`config.mk`:
```
export PLATFORM = sky130hd
export DESIGN_NAME = demux_route3
export DESIGN_NICKNAME = d
export VERILOG_FILES = /design/src/rtl/demux_route3_pkg.sv /design/src/rtl/demux_route3_slot.sv /design/src/rtl/demux_route3.sv
export SDC_FILE = /design/constraint.sdc
export NUM_CORES = 1
export LEC_CHECK = 0
export CORE_UTILIZATION = 28
export CTS_BUF_LIST = sky130_fd_sc_hd__clkbuf_8
export CTS_CLUSTER_SIZE = 16
export DETAILED_ROUTE_END_ITERATION = 8
export GPL_ROUTABILITY_DRIVEN = 0
export RECOVER_POWER = 50
export SYNTH_ARGS = -nofsm -noshare
export SYNTH_HDL_FRONTEND = slang
export SYNTH_SLANG_ARGS = --single-unit
```
`constraint.sdc`:
```
create_clock -name clock -period 1.7 [get_ports clock]
set_input_delay 0.17 -clock clock [delete_from_list [all_inputs] [get_ports clock]]
set_output_delay 0.17 -clock clock [all_outputs]
set_load 0.03 [all_outputs]
```
`src/rtl/demux_route3_pkg.sv`:
```
// Shared definitions for the 1-to-3 stream demultiplexer: channel indices,
// buffer depth and the select-to-channel decode.
package demux_route3_pkg;

  localparam int DEPTH  = 2;
  localparam int NUM_CH = 3;
  localparam int CNT_W  = 2;

  typedef logic [1:0] ch_idx_t;

  localparam ch_idx_t CH1 = 2'd0;
  localparam ch_idx_t CH2 = 2'd1;
  localparam ch_idx_t CH3 = 2'd2;

  // Same select map as the 3:1 mux: 0 and 1 both land on ch1.
  function automatic ch_idx_t sel_to_ch(input logic [1:0] sel);
    case (sel)
      2'd2:    return CH2;
      2'd3:    return CH3;
      default: return CH1;
    endcase
  endfunction

endpackage

```
`src/rtl/demux_route3_slot.sv`:
```
// Two-entry per-channel FIFO: registered count, 1-bit wrapping pointers,
// head and valid derived from registers only.
module demux_route3_slot
  import demux_route3_pkg::*;
#(
  parameter int WIDTH = 8
) (
  input  logic             clock,
  input  logic             reset_n,
  input  logic             push_i,
  input  logic             pop_i,
  input  logic [WIDTH-1:0] data_i,
  output logic [CNT_W-1:0] count_o,
  output logic [WIDTH-1:0] head_o,
  output logic             valid_o
);

  logic [WIDTH-1:0] mem_q [DEPTH];
  logic [CNT_W-1:0] count_q, count_d;
  logic             wr_ptr_q, wr_ptr_d;
  logic             rd_ptr_q, rd_ptr_d;
  logic             push_ok, pop_ok;

  always_comb begin
    push_ok  = push_i && (count_q != CNT_W'(DEPTH));
    pop_ok   = pop_i && (count_q != '0);
    count_d  = count_q;
    wr_ptr_d = wr_ptr_q;
    rd_ptr_d = rd_ptr_q;
    if (push_ok) wr_ptr_d = ~wr_ptr_q;
    if (pop_ok)  rd_ptr_d = ~rd_ptr_q;
    // Simultaneous push and pop leaves the occupancy unchanged.
    case ({push_ok, pop_ok})
      2'b10:   count_d = count_q + 2'd1;
      2'b01:   count_d = count_q - 2'd1;
      default: count_d = count_q;
    endcase
  end

  always_ff @(posedge clock or negedge reset_n) begin
    if (!reset_n) begin
      count_q  <= '0;
      wr_ptr_q <= 1'b0;
      rd_ptr_q <= 1'b0;
      for (int i = 0; i < DEPTH; i++) mem_q[i] <= '0;
    end else begin
      count_q  <= count_d;
      wr_ptr_q <= wr_ptr_d;
      rd_ptr_q <= rd_ptr_d;
      if (push_ok) mem_q[wr_ptr_q] <= data_i;
    end
  end

  assign count_o = count_q;
  assign head_o  = mem_q[rd_ptr_q];
  assign valid_o = (count_q != '0);

endmodule

```
`src/rtl/demux_route3.sv`:
```
// Stream 1-to-3 demultiplexer: decodes the select, gates in_ready on the
// target channel's occupancy and steers beats into three 2-entry slots.
module demux_route3
  import demux_route3_pkg::*;
#(
  parameter int WIDTH = 8
) (
  input  logic             clock,
  input  logic             reset_n,
  input  logic             in_valid,
  output logic             in_ready,
  input  logic [1:0]       in_select,
  input  logic [WIDTH-1:0] in_data,
  output logic             out1_valid,
  input  logic             out1_ready,
  output logic [WIDTH-1:0] out1_data,
  output logic             out2_valid,
  input  logic             out2_ready,
  output logic [WIDTH-1:0] out2_data,
  output logic             out3_valid,
  input  logic             out3_ready,
  output logic [WIDTH-1:0] out3_data,
  output logic             busy
);

  ch_idx_t           ch_idx;
  logic              accept;
  logic              tgt_has_room;
  logic [NUM_CH-1:0] push, pop, valid, ready;
  logic [CNT_W-1:0]  count [NUM_CH];
  logic [WIDTH-1:0]  head  [NUM_CH];

  assign ch_idx = sel_to_ch(in_select);
  assign ready  = {out3_ready, out2_ready, out1_ready};

  // Ready looks only at registered occupancy, never at any sink ready.
  always_comb begin
    tgt_has_room = 1'b0;
    case (ch_idx)
      CH2:     tgt_has_room = (count[1] != CNT_W'(DEPTH));
      CH3:     tgt_has_room = (count[2] != CNT_W'(DEPTH));
      default: tgt_has_room = (count[0] != CNT_W'(DEPTH));
    endcase
  end

  assign in_ready = reset_n && tgt_has_room;
  assign accept   = in_valid && in_ready;

  for (genvar g = 0; g < NUM_CH; g++) begin : g_slot
    assign push[g] = accept && (ch_idx == ch_idx_t'(g));
    assign pop[g]  = valid[g] && ready[g];

    demux_route3_slot #(.WIDTH(WIDTH)) u_slot (
      .clock   (clock),
      .reset_n (reset_n),
      .push_i  (push[g]),
      .pop_i   (pop[g]),
      .data_i  (in_data),
      .count_o (count[g]),
      .head_o  (head[g]),
      .valid_o (valid[g])
    );
  end

  assign out1_valid = valid[0];
  assign out2_valid = valid[1];
  assign out3_valid = valid[2];
  assign out1_data  = head[0];
  assign out2_data  = head[1];
  assign out3_data  = head[2];
  assign busy       = |valid;

endmodule
```
After elaboration in Yosys (flattened, before gate mapping)
Index checks and enable logic that the tools add are counted.
{ "op_classes": {"n_bitwise": 12, "shifts": 0, "n_reduce_logical": 25, "magnitude_cmp": 9, "n_eq_ne": 13, "n_mux": 23, "n_div": 0, "add_sub_neg": 6, "n_mul": 0} }
{ "op_table": {"columns": ["operator", "count"], "rows": [
  ["2-to-1 mux 8 bit", 12],
  ["bitwise mux 16 bit", 3],
  ["demux 8 bit (select 1 bit)", 3],
  ["logical AND 1 bit", 17],
  ["case mux 2 bit (2 select lines)", 4],
  ["equality test 2 bit (second input constant)", 6],
  [">= comparator 2 bit (second input constant)", 6],
  ["inverter 1 -> 2 bit", 6],
  ["nonzero test 2 bit", 6],
  ["equality test 2 x 1 -> 1 bit (second input constant)", 4],
  ["adder 2 x 1 -> 2 bit (second input constant)", 3],
  ["< comparator 2 x 1 -> 1 bit (second input constant)", 3],
  ["!= test 2 bit (second input constant)", 3],
  ["inverter 1 bit", 6],
  ["subtractor 2 x 1 -> 2 bit (second input constant)", 3],
  ["OR reduction 3 bit", 1],
  ["logical NOT 2 bit", 1],
  ["case mux 1 bit (2 select lines)", 1]
]} }
{ "totals": {"word_cells": 103, "mem_bits_ro": 0, "n_memories": 0, "latch_bits": 0, "reg_bits": 60, "ram_bits": 0, "input_bits": 16, "out_inout_bits": 29} }

Logic depth before layout (Yosys ltp)
{ "logic_depth": {"ltp_word": 10, "mapped_depth": 6, "depth_no_buf": 6} }

Modules after synthesis
From an unflattened synthesis, not the netlist that was laid out.
{ "hier_totals": {"cells_unflattened": 197, "area_unflattened_um2": 3017.9} }
{ "by_module_without_submodules": {"columns": ["module", "cells_each", "n_inst", "area_per_inst_um2"], "rows": [
  ["demux_route3_slot", 60, 3, 968.4],
  ["demux_route3", 17, 1, 112.6]
]} }

Least setup slack after synthesis
OpenSTA, ideal clock, no wires.
{ "synth_path": {"kind": "reg2reg", "from": "reg g_slot[0].u_slot.count_q[1]", "to": "reg g_slot[0].u_slot.mem_q[0] in the netlist's numbering", "stages_incl_launch_ff": 4, "path_buffers": 0, "period_less_slack_ns": 1.676, "setup_ns": 0.125, "path_slack_ns": 0.024, "arrival_time_ns": 1.551, "path_cell_list": "dfrtp_1 -> nor2b_2 -> nor4b_2 -> mux2_2"} }
{ "synth_via": {"elab_chain_len": 6} }
{ "synth_rtl": {"columns": ["item", "line_no", "rtl"], "rows": [
  ["from (decl)", "demux_route3_slot.sv:19", "logic [CNT_W-1:0] count_q, count_d;"],
  ["from (signal assigned)", "demux_route3_slot.sv:47", "count_q <= count_d;"],
  ["!= test 2 bit (*)", "demux_route3_slot.sv:25, demux_route3.sv:42", null],
  ["case mux 1 bit (2 select lines)", "demux_route3.sv:39", "case (ch_idx)"],
  ["logical AND 1 bit", "demux_route3.sv:46", "assign in_ready = reset_n && tgt_has_room;"],
  ["logical AND 1 bit", "demux_route3.sv:47", "assign accept = in_valid && in_ready;"],
  ["logical AND 1 bit", "demux_route3.sv:50", "assign push[g] = accept && (ch_idx == ch_idx_t'(g));"],
  ["logical AND 1 bit (*)", "demux_route3_slot.sv:25", "push_ok = push_i && (count_q != CNT_W'(DEPTH));"],
  ["to (signal, indexed assignment)", "demux_route3_slot.sv:50", "if (push_ok) mem_q[wr_ptr_q] <= data_i;"],
  ["to (decl)", "demux_route3_slot.sv:18", "logic [WIDTH-1:0] mem_q [DEPTH];"]
]} }
Every way passes the cells marked *; elsewhere a longest branch is shown, timed or not.
A chain may end at the register's enable or synchronous reset.

Final worst setup path
{ "layout_path": {"from": "reg g_slot[0].u_slot.count_q[1]", "to": "reg g_slot[0].u_slot.count_q[1]"} }
{ "layout_via": {"elab_chain_len": 8} }
{ "layout_rtl": {"columns": ["item", "line_no", "rtl"], "rows": [
  ["!= test 2 bit", "demux_route3_slot.sv:25, demux_route3.sv:42", null],
  ["case mux 1 bit (2 select lines)", "demux_route3.sv:39", null],
  ["logical AND 1 bit", "demux_route3.sv:46", null],
  ["logical AND 1 bit", "demux_route3.sv:47", null],
  ["logical AND 1 bit", "demux_route3.sv:50", null],
  ["logical AND 1 bit", "demux_route3_slot.sv:25", null],
  ["equality test 2 x 1 -> 1 bit or equality test 2 bit (tied branches)", "demux_route3_slot.sv:33", "case ({push_ok, pop_ok})"],
  ["case mux 2 bit (2 select lines) or nonzero test 2 bit (tied branches)", null, null]
]} }
Several ways; a longest one is shown, not always the timed one.

==> impl_metrics.json <==
{
  "endpoint_kind": "flip-flop",
  "cts_root_buf": "clkbuf_8",
  "io_pins": 45,
  "post-dp-hpwl_um": 3982,
  "drt-initial-drc-count": 29,
  "crit_buf_inv": 1,
  "numCtsBuffers": 9,
  "fmax_mhz": 589.7,
  "vias": 1746,
  "cp_top_family": "simple AND/OR/NAND/NOR gates",
  "clock_skew_ns": 0.007415,
  "ys_types": 24,
  "setup_viol": 0,
  "fp.dieH_um": 100.6,
  "intPower_mw": 5.056,
  "synth-edff-count": 0,
  "ir_drop_uv": 890.2,
  "antenna_left": 0,
  "synth_common_cells": "73 x mux2_2, 60 x dfrtp_1, 9 x xnor2_1",
  "ctsHtreeMaxLevel": 3,
  "hold_class": "primary input to asynchronous set/reset pin",
  "drive_gt1_frac": 0.6327,
  "cts_sinks": 60,
  "cp_max_fo": 3,
  "power_density_mw_per_mm2": 2075,
  "io_buffers": 44,
  "startpoint_type": "flip-flop",
  "rrSetupSlack_ns": 0.004,
  "drcViolationCount": 0,
  "switchingPower_mw": 2.882,
  "max_slew.worst_pin.slew_ns": 1.373,
  "synthCells": 185,
  "placedCellCount": 381,
  "die_area_mm2": 0.01012,
  "path_class": "flip-flop to flip-flop",
  "nets": 291,
  "maxCapViolCount": 0,
  "top_layer_used": "met4",
  "ys_async_sr_fraction": 1.000,
  "grt_pass1_vias": 1871,
  "crit_cells": 7,
  "wl_met1_um": 2773,
  "worstPathCellList": "buf_6, nor2b_4, or3_4, ha_4, xnor2_2, nor2_2, xor2_1",
  "p_leak_nw": 1.693,
  "grt_pass1_wl_um": 9259,
  "initial_utilization": 0.2918,
  "wl_met3_um": 189,
  "synth_fp_nets": 204,
  "synth.top_cell.area_share": 0.5517,
  "slew-limit-headroom": 0.08470,
  "seqPwrFrac": 0.315,
  "synth-seq-area-share": 0.5517,
  "wl_per_cell_um": 14.33,
  "slowest_stage": "or3_4",
  "yosysMostFrequentCell": "mux2_2",
  "clk-insertion-delay-late_ns": 0.33,
  "yosys.area.top_type": "dfrtp_1",
  "fin_setup_tns_ns": 0,
  "ys_seq_elements": 60,
  "syn2layout_area_growth_pct": 40.55,
  "clkTransAtPathRegs_ns": 0.06,
  "layout_min_cycle_time_ns": 1.696,
  "grt_overflow_total": 0,
  "clock_power_share": 0.170,
  "first_pass_iters": 4,
  "core_mm2": 0.009328,
  "holdWs_ns": 0.3360,
  "insertedDiodeCount": 0,
  "maxSlewViolCount": 0,
  "finalHoldViolCount": 0,
  "final_cell_count_no_fill": 404,
  "clockBufferDepth": 2,
  "status": "complete, no violations",
  "rsz0062_at_grt": "true",
  "slowest_delay_ns": 0.40,
  "cts_tree": "done",
  "avgSynthCellArea_um2": 14.71,
  "cp_data_required_time_ns": 1.91,
  "power_mw": 7.938,
  "rows": 35,
  "routed_wl_um": 5789,
  "ff2ff_path_depth": 7,
  "period_share": 0.9976,
  "synth-main-ff-cell": "dfrtp_1",
  "worstPathArrival_ns": 1.91,
  "swShare": 0.3630,
  "grtUsageTotal": 0.1249,
  "wl_met2_um": 2722,
  "yosys_warnings": 0,
  "syn_area_mm2": 0.002721,
  "grt_max_degree": 57,
  "pwr-share-comb": 0.515,
  "fp.dieW_um": 100.6,
  "antenna_found_initial": 0,
  "netlist_top_cells_area": "dfrtp_1 55%, mux2_2 30%, xnor2_1 2.9%",
  "viasPerCell": 4.322
}
final timing paths:
| kind | endpoint | startpoint |
|---|---|---|
| worst max register to register | g_slot[0].u_slot.count_o[1] | g_slot[0].u_slot.count_o[1] |
| worst min register to register | g_slot[0].u_slot.wr_ptr_q | g_slot[0].u_slot.wr_ptr_q |
| worst min-delay path | g_slot[2].u_slot.count_o[1] | reset_n |
| max in group asynchronous | g_slot[1].u_slot.rd_ptr_q | reset_n |
| min in group clock | g_slot[1].u_slot.wr_ptr_q | reset_n |
| worst max-delay path | g_slot[0].u_slot.count_o[1] | g_slot[0].u_slot.count_o[1] |
worst register-to-register path: stages, from the launching register on:
cell     delay, ns
dfrtp_1       0.39
buf_6         0.12
nor2b_4       0.12
or3_4         0.40
ha_4          0.18
xnor2_2       0.16
nor2_2        0.05
xor2_1        0.15
area by class of cell:
type / instances / area, um^2
fill: 892 / 5503
sequential: 60 / 1505
multi-input combinational: 119 / 1277
timing repair buffer: 82 / 675.6
tap: 129 / 161.4
clock buffer: 10 / 137.6
clock inverter: 4 / 67.56
sequential cells by signal, summed over array words and instances, names as in the netlist:
signal and count:
g_slot.u_slot.wr_ptr_q 3, g_slot.u_slot.count_o 6, g_slot.u_slot.mem_q 48, g_slot.u_slot.rd_ptr_q 3
layer usage:
metal	GRT usage	vias to the layer above
li1	-	828
met1	0.1603	877
met2	0.1944	29
met3	0.03051	12
met4	0.06689	0
met5	0	-
power by group through the flow:
stage	Combinational, mW	Clock [mW]	Sequential [mW]
floorplan	2.58	0	2.44
global placement	3.92	0	2.60
detailed placement	3.95	0	2.62
CTS	4.08	1.40	2.49
global route	4.38	1.45	2.59
finish	4.09	1.35	2.50
placed cells by master, fill, tap and decap left out, drive strengths merged, types with 2 or more instances in the layout:
cell and instances:
ha 3, buf 47, or3 3, clkdlybuf4s15 11, mux2 73, clkdlybuf4s50 14, bufinv 2, or2 4
xnor2 9, nor2 3, inv 2, dfrtp 60, or4 2, nor4b 2, clkdlybuf4s18 2, nor2b 3
and2 3, clkbuf 16, xor2 6
metrics by stage:
stage	utilization	cell area, um^2	setup WS (ns)
4_1_cts	0.4080	3806	-0.1634
6_report	0.4101	3825	0.004092
2_1_floorplan	-	2721	0.02444
3_5_place_dp	0.3759	3506	-0.2083
3_3_place_gp	0.3759	3506	-0.1961
5_1_grt	0.4101	3825	-0.05917
logic make-up after synthesis:
group,synth area share
multiplexers,0.3021
flip-flops,0.5517
AND/OR/NAND/NOR,0.07126
XOR/XNOR,0.04828
buffers and inverters,0.009194
adder cells (fa/ha/maj),0.01379
AO/OA/AOI/OAI,0.003675
repair_timing:
item | 4_1_cts | 5_1_grt
resized for setup | 94 | 34
hold buffers | 1 | 0
setup endpoints to repair | 30 | 21
setup buffers | 7 | 1
pin swaps | 3 | 13
hold endpoints to repair | 4 | 0
Note: power is estimated with default switching activity, not from simulation.
